--- src/rtl/axil_single_master.sv ---
// axil_single_master
//   AXI-lite initiator: turns a one-command-at-a-time request port into a
//   single AXI-lite read or write, then returns one response beat.
//   Only one transaction is ever outstanding.
// Ports
//   i_clk, i_reset       : clock, synchronous active-high reset
//   i_cmd_*/o_cmd_ready  : command request (we, addr, data, strb)
//   o_rsp_*/i_rsp_ready  : response beat (we echo, read data, resp code)
//   M_AXI_AW*/W*/B*      : AXI-lite write channels
//   M_AXI_AR*/R*         : AXI-lite read channels
module axil_single_master #(
  parameter int C_AXI_ADDR_WIDTH = 4,
  parameter bit OPT_LOWPOWER     = 1'b0
) (
  input  logic                        i_clk,
  input  logic                        i_reset,
  input  logic                        i_cmd_valid,
  output logic                        o_cmd_ready,
  input  logic                        i_cmd_we,
  input  logic [C_AXI_ADDR_WIDTH-1:0] i_cmd_addr,
  input  logic [31:0]                 i_cmd_data,
  input  logic [3:0]                  i_cmd_strb,
  output logic                        o_rsp_valid,
  input  logic                        i_rsp_ready,
  output logic                        o_rsp_we,
  output logic [31:0]                 o_rsp_data,
  output logic [1:0]                  o_rsp_resp,
  output logic                        M_AXI_AWVALID,
  input  logic                        M_AXI_AWREADY,
  output logic [C_AXI_ADDR_WIDTH-1:0] M_AXI_AWADDR,
  output logic [2:0]                  M_AXI_AWPROT,
  output logic                        M_AXI_WVALID,
  input  logic                        M_AXI_WREADY,
  output logic [31:0]                 M_AXI_WDATA,
  output logic [3:0]                  M_AXI_WSTRB,
  input  logic                        M_AXI_BVALID,
  output logic                        M_AXI_BREADY,
  input  logic [1:0]                  M_AXI_BRESP,
  output logic                        M_AXI_ARVALID,
  input  logic                        M_AXI_ARREADY,
  output logic [C_AXI_ADDR_WIDTH-1:0] M_AXI_ARADDR,
  output logic [2:0]                  M_AXI_ARPROT,
  input  logic                        M_AXI_RVALID,
  output logic                        M_AXI_RREADY,
  input  logic [31:0]                 M_AXI_RDATA,
  input  logic [1:0]                  M_AXI_RRESP
);

  localparam int C_AXI_DATA_WIDTH = 32;

  // Clears the two byte-lane bits of the command address.
  localparam logic [C_AXI_ADDR_WIDTH-1:0] ADDR_MASK = {C_AXI_ADDR_WIDTH{1'b1}} << 2;

  typedef enum logic [1:0] {
    S_IDLE  = 2'd0,
    S_WRITE = 2'd1,
    S_READ  = 2'd2,
    S_RESP  = 2'd3
  } state_t;

  state_t                        state_r;
  state_t                        next_state_s;
  logic [C_AXI_ADDR_WIDTH-1:0]   addr_r;
  logic [C_AXI_DATA_WIDTH-1:0]   data_r;
  logic [3:0]                    strb_r;
  logic                          awvalid_r;
  logic                          wvalid_r;
  logic                          arvalid_r;
  logic                          rsp_we_r;
  logic [C_AXI_DATA_WIDTH-1:0]   rsp_data_r;
  logic [1:0]                    rsp_resp_r;

  // State register.
  always_ff @(posedge i_clk) begin
    if (i_reset) begin
      state_r <= S_IDLE;
    end else begin
      state_r <= next_state_s;
    end
  end

  // Next-state decode. BREADY/RREADY are high for the whole WRITE/READ
  // state, so a B or R valid seen there is already a completed handshake.
  always_comb begin
    next_state_s = state_r;
    case (state_r)
      S_IDLE: begin
        if (i_cmd_valid) begin
          if (i_cmd_we) begin
            next_state_s = S_WRITE;
          end else begin
            next_state_s = S_READ;
          end
        end else begin
          next_state_s = S_IDLE;
        end
      end
      S_WRITE: begin
        if (M_AXI_BVALID) begin
          next_state_s = S_RESP;
        end else begin
          next_state_s = S_WRITE;
        end
      end
      S_READ: begin
        if (M_AXI_RVALID) begin
          next_state_s = S_RESP;
        end else begin
          next_state_s = S_READ;
        end
      end
      S_RESP: begin
        if (i_rsp_ready) begin
          next_state_s = S_IDLE;
        end else begin
          next_state_s = S_RESP;
        end
      end
      default: next_state_s = S_IDLE;
    endcase
  end

  // Command capture, per-channel valid tracking and response capture.
  always_ff @(posedge i_clk) begin
    if (i_reset) begin
      addr_r     <= {C_AXI_ADDR_WIDTH{1'b0}};
      data_r     <= {C_AXI_DATA_WIDTH{1'b0}};
      strb_r     <= 4'h0;
      awvalid_r  <= 1'b0;
      wvalid_r   <= 1'b0;
      arvalid_r  <= 1'b0;
      rsp_we_r   <= 1'b0;
      rsp_data_r <= {C_AXI_DATA_WIDTH{1'b0}};
      rsp_resp_r <= 2'b00;
    end else begin
      case (state_r)
        S_IDLE: begin
          if (i_cmd_valid) begin
            addr_r   <= i_cmd_addr & ADDR_MASK;
            rsp_we_r <= i_cmd_we;
            if (i_cmd_we) begin
              data_r    <= i_cmd_data;
              strb_r    <= i_cmd_strb;
              awvalid_r <= 1'b1;
              wvalid_r  <= 1'b1;
            end else begin
              arvalid_r <= 1'b1;
            end
          end
        end
        S_WRITE: begin
          if (M_AXI_AWREADY) begin
            awvalid_r <= 1'b0;
          end
          if (M_AXI_WREADY) begin
            wvalid_r <= 1'b0;
          end
          // An early B (before AW/W finished) is still taken; any valid
          // left up is withdrawn so nothing is issued outside WRITE.
          if (M_AXI_BVALID) begin
            awvalid_r  <= 1'b0;
            wvalid_r   <= 1'b0;
            rsp_data_r <= {C_AXI_DATA_WIDTH{1'b0}};
            rsp_resp_r <= M_AXI_BRESP;
          end
        end
        S_READ: begin
          if (M_AXI_ARREADY || M_AXI_RVALID) begin
            arvalid_r <= 1'b0;
          end
          if (M_AXI_RVALID) begin
            rsp_data_r <= M_AXI_RDATA;
            rsp_resp_r <= M_AXI_RRESP;
          end
        end
        S_RESP: begin
          rsp_we_r <= rsp_we_r;
        end
        default: begin
          awvalid_r <= 1'b0;
          wvalid_r  <= 1'b0;
          arvalid_r <= 1'b0;
        end
      endcase
    end
  end

  // Handshake signals are pure state decodes; no input reaches an output.
  assign o_cmd_ready   = (state_r == S_IDLE);
  assign o_rsp_valid   = (state_r == S_RESP);
  assign M_AXI_BREADY  = (state_r == S_WRITE);
  assign M_AXI_RREADY  = (state_r == S_READ);
  assign M_AXI_AWVALID = awvalid_r;
  assign M_AXI_WVALID  = wvalid_r;
  assign M_AXI_ARVALID = arvalid_r;
  assign M_AXI_AWPROT  = 3'b000;
  assign M_AXI_ARPROT  = 3'b000;
  assign o_rsp_we      = rsp_we_r;

  // Low-power option zeroes each payload while its valid is low.
  assign M_AXI_AWADDR = (OPT_LOWPOWER && !awvalid_r) ? {C_AXI_ADDR_WIDTH{1'b0}} : addr_r;
  assign M_AXI_ARADDR = (OPT_LOWPOWER && !arvalid_r) ? {C_AXI_ADDR_WIDTH{1'b0}} : addr_r;
  assign M_AXI_WDATA  = (OPT_LOWPOWER && !wvalid_r)  ? {C_AXI_DATA_WIDTH{1'b0}} : data_r;
  assign M_AXI_WSTRB  = (OPT_LOWPOWER && !wvalid_r)  ? 4'h0 : strb_r;
  assign o_rsp_data   = (OPT_LOWPOWER && !o_rsp_valid) ? {C_AXI_DATA_WIDTH{1'b0}} : rsp_data_r;
  assign o_rsp_resp   = (OPT_LOWPOWER && !o_rsp_valid) ? 2'b00 : rsp_resp_r;

endmodule
--- config.mk ---
export PLATFORM = sky130hd
export DESIGN_NAME = axil_single_master
export DESIGN_NICKNAME = d
export VERILOG_FILES = /design/src/rtl/axil_single_master.sv
export SDC_FILE = /design/constraint.sdc
export NUM_CORES = 1
export LEC_CHECK = 0
export ABC_AREA = 1
export CORE_AREA = 8 8 104 106
export DETAILED_ROUTE_END_ITERATION = 10
export DIE_AREA = 0 0 112 114
export DONT_BUFFER_PORTS = 1
export GPL_ROUTABILITY_DRIVEN = 0
export GPL_TIMING_DRIVEN = 0
export PLACE_DENSITY = 0.5
export SLEW_MARGIN = 15
export SYNTH_ARGS = -nofsm -noshare
export SYNTH_HDL_FRONTEND = slang
export SYNTH_SLANG_ARGS = --single-unit
--- constraint.sdc ---
create_clock -name i_clk -period 2.45 [get_ports i_clk]
set_input_delay 0.49 -clock i_clk [delete_from_list [all_inputs] [get_ports i_clk]]
set_output_delay 0.49 -clock i_clk [all_outputs]
set_load 0.005 [all_outputs]
Word level (Yosys, flattened, before mapping)
Cells that the tools add are included.
{ "word_totals": {"out_inout_bits": 92, "in_bits": 86, "wordCells": 56, "reg_bits": 78} }
{ "classes": {"muxes": 24, "n_reduce_logical": 11, "eq_ne": 11} }
{ "op_table": {"columns": ["cell", "n"], "rows": [
  ["$mux W32", 2],
  ["$pmux W32 S2", 1],
  ["$mux W2", 6],
  ["$reduce_and A4 Y1", 3],
  ["$mux W1", 10],
  ["$ne A2 B2 Y1 const B", 4],
  ["$pmux W2 S4", 1],
  ["$ne A3 B3 Y1 const B", 2],
  ["$pmux W1 S2", 3],
  ["$reduce_and A3 Y1", 2],
  ["$reduce_bool A2 Y1", 3],
  ["$eq A2 B2 Y1 const B", 2],
  ["$ne A2 B1 Y1 const B", 2],
  ["$pmux W2 S2", 1],
  ["$eq A2 B1 Y1 const B", 1],
  ["$logic_not A2 Y1", 1],
  ["$reduce_and A2 Y1", 1],
  ["$logic_or A1 B1 Y1", 1]
]} }

Depth between registers and ports, before layout
Gate-level depths: netlist (run 1).
{ "depth": {"word_depth": 3, "depth_mapped": 9, "depth_no_buf": 7} }

Least setup slack after synthesis (run 1)
Ideal clock, no wire load.
{ "synth_path": {"path_kind": "register to output", "startpoint": "reg state_r[1]", "endpoint": "out M_AXI_RREADY", "arrival_time_ns": 0.819, "path_slack_ns": 1.141, "n_path_buf": 2, "stages_incl_launch_ff": 5, "path_cell_list": "dfxtp_1 -> buf_2 -> nand2_1 -> inv_2 -> buf_2"} }
{ "synth_between": {"elab_chain_len": 1} }
{ "synth_lines": {"columns": ["element", "line", "text"], "rows": [
  ["from (decl)", "61", "state_t state_r;"],
  ["from (signal assigned)", "78", "state_r <= next_state_s;"],
  ["$eq A2 B2 Y1", "192", "assign M_AXI_RREADY = (state_r == S_READ);"],
  ["to (decl)", "44", "output logic M_AXI_RREADY,"]
]} }
Every way passes these cells.

Final worst setup path (run 1)
Same ends and word-level chain as after synthesis.

==> flow_summary_export.csv, run 1 <==
group,metric,value,unit
status,outcome,"finished clean",
drt,vias,2639,
sta,hold_ws,0.212,ns
final_layout,syn_to_final_growth,11.9,%
sta,period_share,0.755,
clock_network,tritoncts,"yes",
pwr,leakage,1.50,nW
critical_path,crit-reg2reg-capture,"M_AXI_WDATA[4]",
final_layout,regArea,1560,um2
clock_network,cts_resized,0,
drt,wl,8.66,mm
drt,post-route-drc-count,0,
yosys,syn_avg_cell_area,6.99,um2
yosys,yosysWarnings,0,
yosys,syn_area,3120,um2
floorplanning,die-height,114,um
drt,drtIter0Drc,176,
hold_path,min_to,"M_AXI_ARVALID",
grt,antenna_found_initial,0,
pwr,peakVddDrop,0.000391,V
drt,dr.pass1.iters,4,
pwr,power_density,841,nW/um2
final_layout,fin_util,0.383,
floorplanning,num_io_pins,178,
clock_network,post-cts-setup-buffers,0,
critical_path,start_kind,"flip-flop",
critical_path,path_buf_inv,3,
hold_path,min_from,"i_reset",
yosys,netlist_instances,446,
critical_path,worstPathCellList,"buf_2 -> nand2_1 -> inv_2 -> buf_2",
clock_network,numCtsBuffers,9,
sta,setup_viol,0,
clock_network,cts_sinks,78,
critical_path,worst_path_max_delay_cell,"dfxtp_1",
pwr,power,0.00293,W
critical_path,r2r_setup_slack,0.98,ns
clock_network,clk_latency,0.34,ns
sta,fin_crit,1.85,ns
place,place_hpwl,6.77,mm
critical_path,critPathTopFamily,"buffers and inverters",
final_layout,multi_input_area,1300,um2
clock_network,h-tree-depth,3,
grt,grt_pass1_vias,2498,
critical_path,reg2reg_from,"state_r[1]",
flow_run,cap_viol_max_count,0,
clock_network,path_clk_slew,0.08,ns
yosys,ys_seq_area_frac,0.501,
critical_path,path_common_cell,"buf_2",
sta,fmax,0.541,GHz
final_layout,final_common_cell,"nor2_1",
yosys,synthDistinctLibCells,19,
place,place_area,3290,um2
final_layout,n_antenna_cell,0,
grt,grt_start_max_net_pins,15,
place,portBuffers,0,
final_layout,final_cell_mix,"147 x nor2_1, 114 x nand2_1, 78 x dfxtp_1",
yosys,ys.flop_type,"dfxtp_1",
hold_path,hold_depth,1,
grt,grt_overflow,0,
critical_path,arrival,1.36,ns
floorplanning,rows,35,
grt,grt_use_total,0.131,
floorplanning,die_w,112,um
yosys,ys_ff_latch,78,
sta,final_max_slew_viol_count,0,
final_layout,fillers,1030,
critical_path,crit_required,1.96,ns
sta,setup_tns,0,ns
drt,post_drt_wl_per_cell,14.9,um
grt,grt_pass1_wl,13.3,mm
sta,finClkSkew,0.0128,ns
clock_network,cts_root_buf,"clkbuf_8",
critical_path,critPathMaxFanout,10,
drt,ant_nets,0,
floorplanning,die-area,12800,um2
final_layout,fin_area,3490,um2
critical_path,setup.worst_path.class,"reg -> out",
drt,routed_via_density,4.53,
final_layout,drive_gt1_frac,0.0998,
critical_path,reg2reg_depth,6,
clock_network,clk_path_buf_depth,2,
yosys,synth_edf_count,0,
critical_path,cpPeakStageDelay,0.31,ns
floorplanning,initial_core_util,0.342,
hold_path,hp-class,"in -> reg",
clock_network,ctsHoldBuffers,0,
critical_path,cp-end-kind,"output pin",
sta,hold_viol,0,
yosys,async_flop_share,0,
floorplanning,coreArea,9110,um2
final_layout,nets,552,
sta,rsz0062_at_grt,"no",
## synthesized netlist by cell type (3+ instances only)
master / instances / share of area
nor2_1: 147 / 0.18
nand2_1: 114 / 0.14
dfxtp_1: 78 / 0.50
o21ai_0: 36 / 0.058
buf_4: 18 / 0.043
clkbuf_1: 10 / 0.012
inv_1: 9 / 0.011
buf_2: 6 / 0.0096
nand3_1: 6 / 0.0096
a21oi_1: 5 / 0.0080
o21ai_1: 5 / 0.0080
buf_6: 3 / 0.011
inv_2: 3 / 0.0036
## flip-flops by register name, summed over array words and instances, names as in the netlist
| name | flops |
|---|---|
| o_rsp_we | 1 |
| M_AXI_ARVALID | 1 |
| M_AXI_ARADDR | 2 |
| o_rsp_data | 32 |
| M_AXI_WVALID | 1 |
| M_AXI_AWVALID | 1 |
| o_rsp_resp | 2 |
| M_AXI_WDATA | 32 |
| M_AXI_WSTRB | 4 |
| state_r | 2 |
## per-layer routing
layer  part of all wire  routed length [um]  track usage  vias up
li1                   -                   -            -     1384
met1               0.42                3620        0.150     1145
met2               0.48                4160        0.218      100
met3              0.087                 755       0.0518       10
met4              0.015                 130       0.0504        0
met5                  0                   0            0        -
## power by group
part / switching (W) / internal, W
Combinational: 0.000276 / 0.000178
Clock: 0.000485 / 0.000478
Sequential: 0.000113 / 0.00140
## metrics by stage
stage,std cells,setup slack [ns]
2_1_floorplan,455,1.14
3_3_place_gp,566,0.947
3_5_place_dp,566,0.943
4_1_cts,582,0.551
5_1_grt,582,0.444
6_report,582,0.601
## worst register-to-register path, stage by stage (launching register included)
cell      delay, ns
dfxtp_1        0.30
buf_2          0.16
nor2_2         0.24
nand2_2        0.14
clkbuf_1       0.24
o21ai_0        0.24
nor2_1         0.05
## logic make-up (layout without fill, tap and decap cells)
family / after synthesis / in the layout / synth area share
flip-flops: 78 / 78 / 0.501
AND/OR/NAND/NOR: 270 / 270 / 0.330
other: 1 / 10 / 0.00120
buffers and inverters: 50 / 66 / 0.0915
AO/OA/AOI/OAI: 47 / 47 / 0.0759
## worst max path at each step
stage,start,endpoint,slack (ns),cells after the start
after global placement,state_r[1],M_AXI_RREADY,0.95,4
after global routing,state_r[1],M_AXI_RREADY,0.44,4
final,state_r[1],M_AXI_RREADY,0.60,4
after CTS,state_r[1],M_AXI_RREADY,0.55,4
after detailed placement,state_r[1],M_AXI_RREADY,0.94,4
after floorplan,state_r[1],M_AXI_RREADY,1.14,4
## final cells by class
cell class / instances / share of cell area
buffer: 37 / 0.0678
clock buffer: 10 / 0.0366
clock inverter: 6 / 0.0204
inverter: 13 / 0.0140
multi-input combinational: 327 / 0.374
sequential: 78 / 0.448
tap: 111 / 0.0398
No activity file was read; power rests on OpenSTA's default activity.
==> run 2, diff against run 1 <==
clock period = 1.89 ns   (was 2.45 ns; I/O delays follow)
==> run 2 against run 1 <==
Via count is essentially flat. Flip-flop and latch count unchanged. Clock skew barely moved. First-iteration DRC count unchanged. Non-clock buffer count did not move. Wire length hardly changed. Sequential power increased by 30%. Worst hold slack worse by 0.11 ns. Sequential share of layout area is essentially flat. Critical path type unchanged. Largest power group unchanged.
==> flow_summary_export.csv, run 2 (synthesized netlist as in run 1, its figures left out) <==
group,metric,value,unit
critical_path,worstPathCellList,"buf_2 -> nand2_1 -> inv_2 -> clkbuf_4",
grt,grt_overflow,0,
pwr,switching_share,0.298,
pwr,power_density,1090,nW/um2
final_layout,final_cell_mix,"147 x nor2_1, 114 x nand2_1, 78 x dfxtp_1",
sta,hold_viol,0,
critical_path,cpPeakStageDelay,0.31,ns
critical_path,arrival,1.34,ns
final_layout,final_common_cell,"nor2_1",
grt,grt_start_max_net_pins,15,
sta,setup_viol,0,
pwr,comb_power_share,0.155,
critical_path,reg2reg_depth,6,
critical_path,critPathMaxFanout,10,
critical_path,crit_required,1.51,ns
hold_path,hold_depth,1,
hold_path,hp-class,"in -> reg",
clock_network,cts_sinks,78,
floorplanning,initial_core_util,0.342,
sta,fmax,0.582,GHz
pwr,internal_power,0.00267,W
pwr,p_seq_frac,0.517,
critical_path,path_buf_inv,3,
clock_network,path_clk_slew,0.08,ns
pwr,power_frac_clock,0.328,
floorplanning,coreArea,9110,um2
final_layout,drive_gt1_frac,0.0998,
sta,final_max_slew_viol_count,0,
status,outcome,"finished clean",
floorplanning,rows,35,
floorplanning,die-area,12800,um2
drt,dr.pass1.iters,4,
critical_path,path_depth,4,
pwr,peakVddDrop,0.000508,V
drt,wl,8.66,mm
final_layout,nets,552,
drt,routed_via_density,4.53,
sta,finClkSkew,0.0128,ns
grt,grt_pass1_wl,13.3,mm
critical_path,setup.worst_path.class,"reg -> out",
sta,period_share,0.909,
clock_network,clk_latency,0.34,ns
grt,grt_use_total,0.131,
clock_network,numCtsBuffers,9,
flow_run,cap_viol_max_count,0,
critical_path,start_kind,"flip-flop",
pwr,switchingPower,0.00113,W
critical_path,cp-end-kind,"output pin",
floorplanning,die-height,114,um
sta,hold_ws,0.100,ns
clock_network,tritoncts,"yes",
clock_network,h-tree-depth,3,
floorplanning,die_w,112,um
grt,grt_pass1_vias,2498,
drt,vias,2637,
sta,setup_tns,0,ns
sta,fin_crit,1.72,ns
final_layout,n_antenna_cell,0,
floorplanning,num_io_pins,178,
place,portBuffers,0,
final_layout,fillers,1029,
drt,ant_nets,0,
drt,post-route-drc-count,0,
final_layout,syn_to_final_growth,12.0,%
pwr,leakage,1.50,nW
critical_path,worst_path_max_delay_cell,"dfxtp_1",
grt,antenna_found_initial,0,
critical_path,critPathTopFamily,"buffers and inverters",
clock_network,cts_root_buf,"clkbuf_8",
drt,post_drt_wl_per_cell,14.9,um
drt,drtIter0Drc,176,
clock_network,clk_path_buf_depth,2,
sta,rsz0062_at_grt,"no",
place,place_hpwl,6.77,mm
clock_network,post-cts-setup-buffers,0,
run 2: metal layers:
layer,GRT usage,vias to the layer above,share of wire
met4,0.0504,0,0.015
met2,0.218,100,0.48
met3,0.0518,10,0.087
met1,0.150,1143,0.42
li1,-,1384,-
met5,0,-,0
run 2: worst paths after layout:
kind / start / endpoint / slack (ns)
worst max-delay path: state_r[1] / M_AXI_RREADY / 0.17
worst min-delay path: i_reset / M_AXI_ARVALID / 0.10
worst max register to register: state_r[1] / M_AXI_WDATA[4] / 0.42
worst min register to register: M_AXI_AWVALID / M_AXI_AWVALID / 0.50
run 2: power by group through the flow:
stage / logic (W) / clock network [W] / registers (W)
finish: 0.000590 / 0.00125 / 0.00197
global route: 0.000699 / 0.00137 / 0.00199
CTS: 0.000597 / 0.00131 / 0.00197
detailed placement: 0.000596 / 0 / 0.00201
global placement: 0.000586 / 0 / 0.00201
floorplan: 0.000495 / 0 / 0.00196
run 2: layout make-up:
cell class | count | area (um2) | share of cell area
buffer | 37 | 239 | 0.0685
inverter | 13 | 48.8 | 0.0140
sequential | 78 | 1560 | 0.447
clock inverter | 6 | 71.3 | 0.0204
clock buffer | 10 | 128 | 0.0366
tap | 111 | 139 | 0.0398
multi-input combinational | 327 | 1300 | 0.373
run 2: per-stage QoR:
stage                     total power, W  instances  worst slack [ns]  instance area, um2  utilization
after floorplan                  0.00245        455             0.666                3150            -
after global placement           0.00260        566             0.426                3290        0.361
after detailed placement         0.00261        566             0.395                3290        0.361
after CTS                        0.00388        582             0.103                3490        0.383
after global routing             0.00406        582            0.0210                3490        0.383
final                            0.00380        582             0.171                3490        0.383
run 2: what timing repair did:
action | 4_1_cts | 5_1_grt
endpoints found under the setup margin | 0 | 1
hold buffers | 0 | 0
resized for setup | 0 | 1
==> run 3, diff against run 2 <==
CORE_AREA = 8 8 80 82   (was 8 8 104 106)
DIE_AREA = 0 0 88 90   (was 0 0 112 114)
PLACE_DENSITY = 0.79   (was 0.5)
==> run 3 against run 2 <==
First-iteration DRC count is 51% lower. Critical endpoint unchanged. Power is 0.41% lower. Sequential share of layout area is 0.67 points higher. Flip-flop and latch count stayed put. Setup slack worse by 0.017 ns. Sequential power hardly changed. Via count is 2.1% higher. Global-route usage is 6.8 points higher. Worst hold slack worse by 0.0076 ns. Non-clock buffer count stayed put. Largest power group unchanged. Clock-buffer cell count stayed put.
==> flow_summary_export.csv, run 3 (synthesized netlist as in run 1, its figures left out) <==
group,metric,value,unit
clock_network,path_clk_slew,0.08,ns
floorplanning,die-height,90,um
clock_network,clk_latency,0.34,ns
drt,drtIter0Drc,87,
grt,antenna_found_initial,0,
floorplanning,die_w,88,um
sta,hold_viol,0,
sta,period_share,0.918,
drt,vias,2693,
critical_path,critPathMaxFanout,10,
drt,dr.pass1.iters,4,
drt,wl,8.16,mm
critical_path,cp-end-kind,"output pin",
sta,fin_crit,1.74,ns
grt,grt_overflow,0,
sta,hold_ws,0.0926,ns
final_layout,fin_area,3440,um2
critical_path,path_common_cell,"buf_2",
pwr,peakVddDrop,0.000743,V
final_layout,final_common_cell,"nor2_1",
pwr,power_density,1100,nW/um2
drt,routed_via_density,4.96,
critical_path,critPathTopFamily,"buffers and inverters",
clock_network,cts_root_buf,"clkbuf_8",
sta,setup_tns,0,ns
critical_path,setup.worst_path.class,"reg -> out",
status,outcome,"finished clean",
drt,ant_nets,0,
critical_path,crit_required,1.51,ns
clock_network,cts_sinks,78,
drt,post_drt_wl_per_cell,15.0,um
clock_network,clk_path_buf_depth,2,
floorplanning,initial_core_util,0.595,
final_layout,n_antenna_cell,0,
clock_network,numCtsBuffers,9,
sta,fmax,0.576,GHz
floorplanning,num_io_pins,178,
clock_network,cts_resized,0,
pwr,leakage,1.51,nW
critical_path,worstPathCellList,"buf_2 -> nand2_1 -> inv_2 -> buf_2",
place,place_area,3240,um2
critical_path,start_kind,"flip-flop",
floorplanning,rows,27,
final_layout,nets,552,
drt,post-route-drc-count,0,
grt,grt_use_total,0.199,
critical_path,path_buf_inv,3,
clock_network,tritoncts,"yes",
sta,setup_viol,0,
clock_network,h-tree-depth,3,
place,portBuffers,0,
hold_path,hp-class,"in -> reg",
sta,final_max_slew_viol_count,0,
sta,rsz0062_at_grt,"no",
clock_network,ctsHoldBuffers,0,
flow_run,cap_viol_max_count,0,
sta,finClkSkew,0.0114,ns
grt,grt_pass1_vias,2662,
final_layout,syn_to_final_growth,10.4,%
grt,grt_pass1_wl,12.5,mm
final_layout,final_cell_mix,"147 x nor2_1, 114 x nand2_1, 78 x dfxtp_1",
critical_path,worst_path_max_delay_cell,"dfxtp_1",
critical_path,cpPeakStageDelay,0.31,ns
floorplanning,die-area,7920,um2
place,place_hpwl,6.32,mm
final_layout,drive_gt1_frac,0.102,
clock_network,post-cts-setup-buffers,0,
critical_path,arrival,1.36,ns
grt,grt_start_max_net_pins,14,
pwr,power,0.00379,W
floorplanning,coreArea,5240,um2
run 3: cell types whose count changed in the layout (fill, tap and decap cells not counted):
cell | previous run | this run
clkbuf_8 | 9 | 10
buf_2 | 5 | 6
clkbuf_4 | 1 | 0
clkinv_2 | 0 | 3
inv_6 | 1 | 0
clkinv_4 | 2 | 1
clkinvlp_4 | 2 | 1
clkbuf_1 | 11 | 10
run 3: final timing paths:
path                   start        endpoint  slack, ns  cells after the start
setup / recovery  state_r[1]    M_AXI_RREADY       0.15                      4
hold / removal       i_reset   M_AXI_ARVALID       0.09                      1
setup reg to reg  state_r[1]  M_AXI_WDATA[1]       0.40                      6
hold reg to reg     o_rsp_we        o_rsp_we       0.50                      2
run 3: per-stage QoR:
stage,utilization,setup slack (ns),std cells
2_1_floorplan,-,0.666,455
3_3_place_gp,0.619,0.506,527
3_5_place_dp,0.619,0.426,527
4_1_cts,0.657,0.136,543
5_1_grt,0.657,0.0542,543
6_report,0.657,0.155,543
run 3: layout make-up:
class                   count  area [um2]
plain buffers              37         236
multi-input cells         327        1300
flip-flops and latches     78        1560
clock inverters             6        61.3
fillers                   487        1800
inverters                  13        48.8
clock buffers              10         138
well taps                  72        90.1
run 3: worst reg2reg max path, stage by stage (launching register included):
cell and delay (ns):
dfxtp_1 0.30, buf_2 0.16, nor2_2 0.25, nand2_2 0.14, clkbuf_1 0.22, o21ai_0 0.24, nor2_1 0.07
run 3: power by group:
part           switching, W  internal, W
sequential         0.000144      0.00182
clock              0.000588     0.000641
combinational      0.000364     0.000231
run 3: routing by layer:
metal	GRT usage	routed length, um	vias up	part of all wire
li1	-	-	1385	-
met1	0.204	3000	1161	0.37
met2	0.320	3820	125	0.47
met3	0.102	1140	22	0.14
met4	0.108	208	0	0.026
met5	0	0	-	0
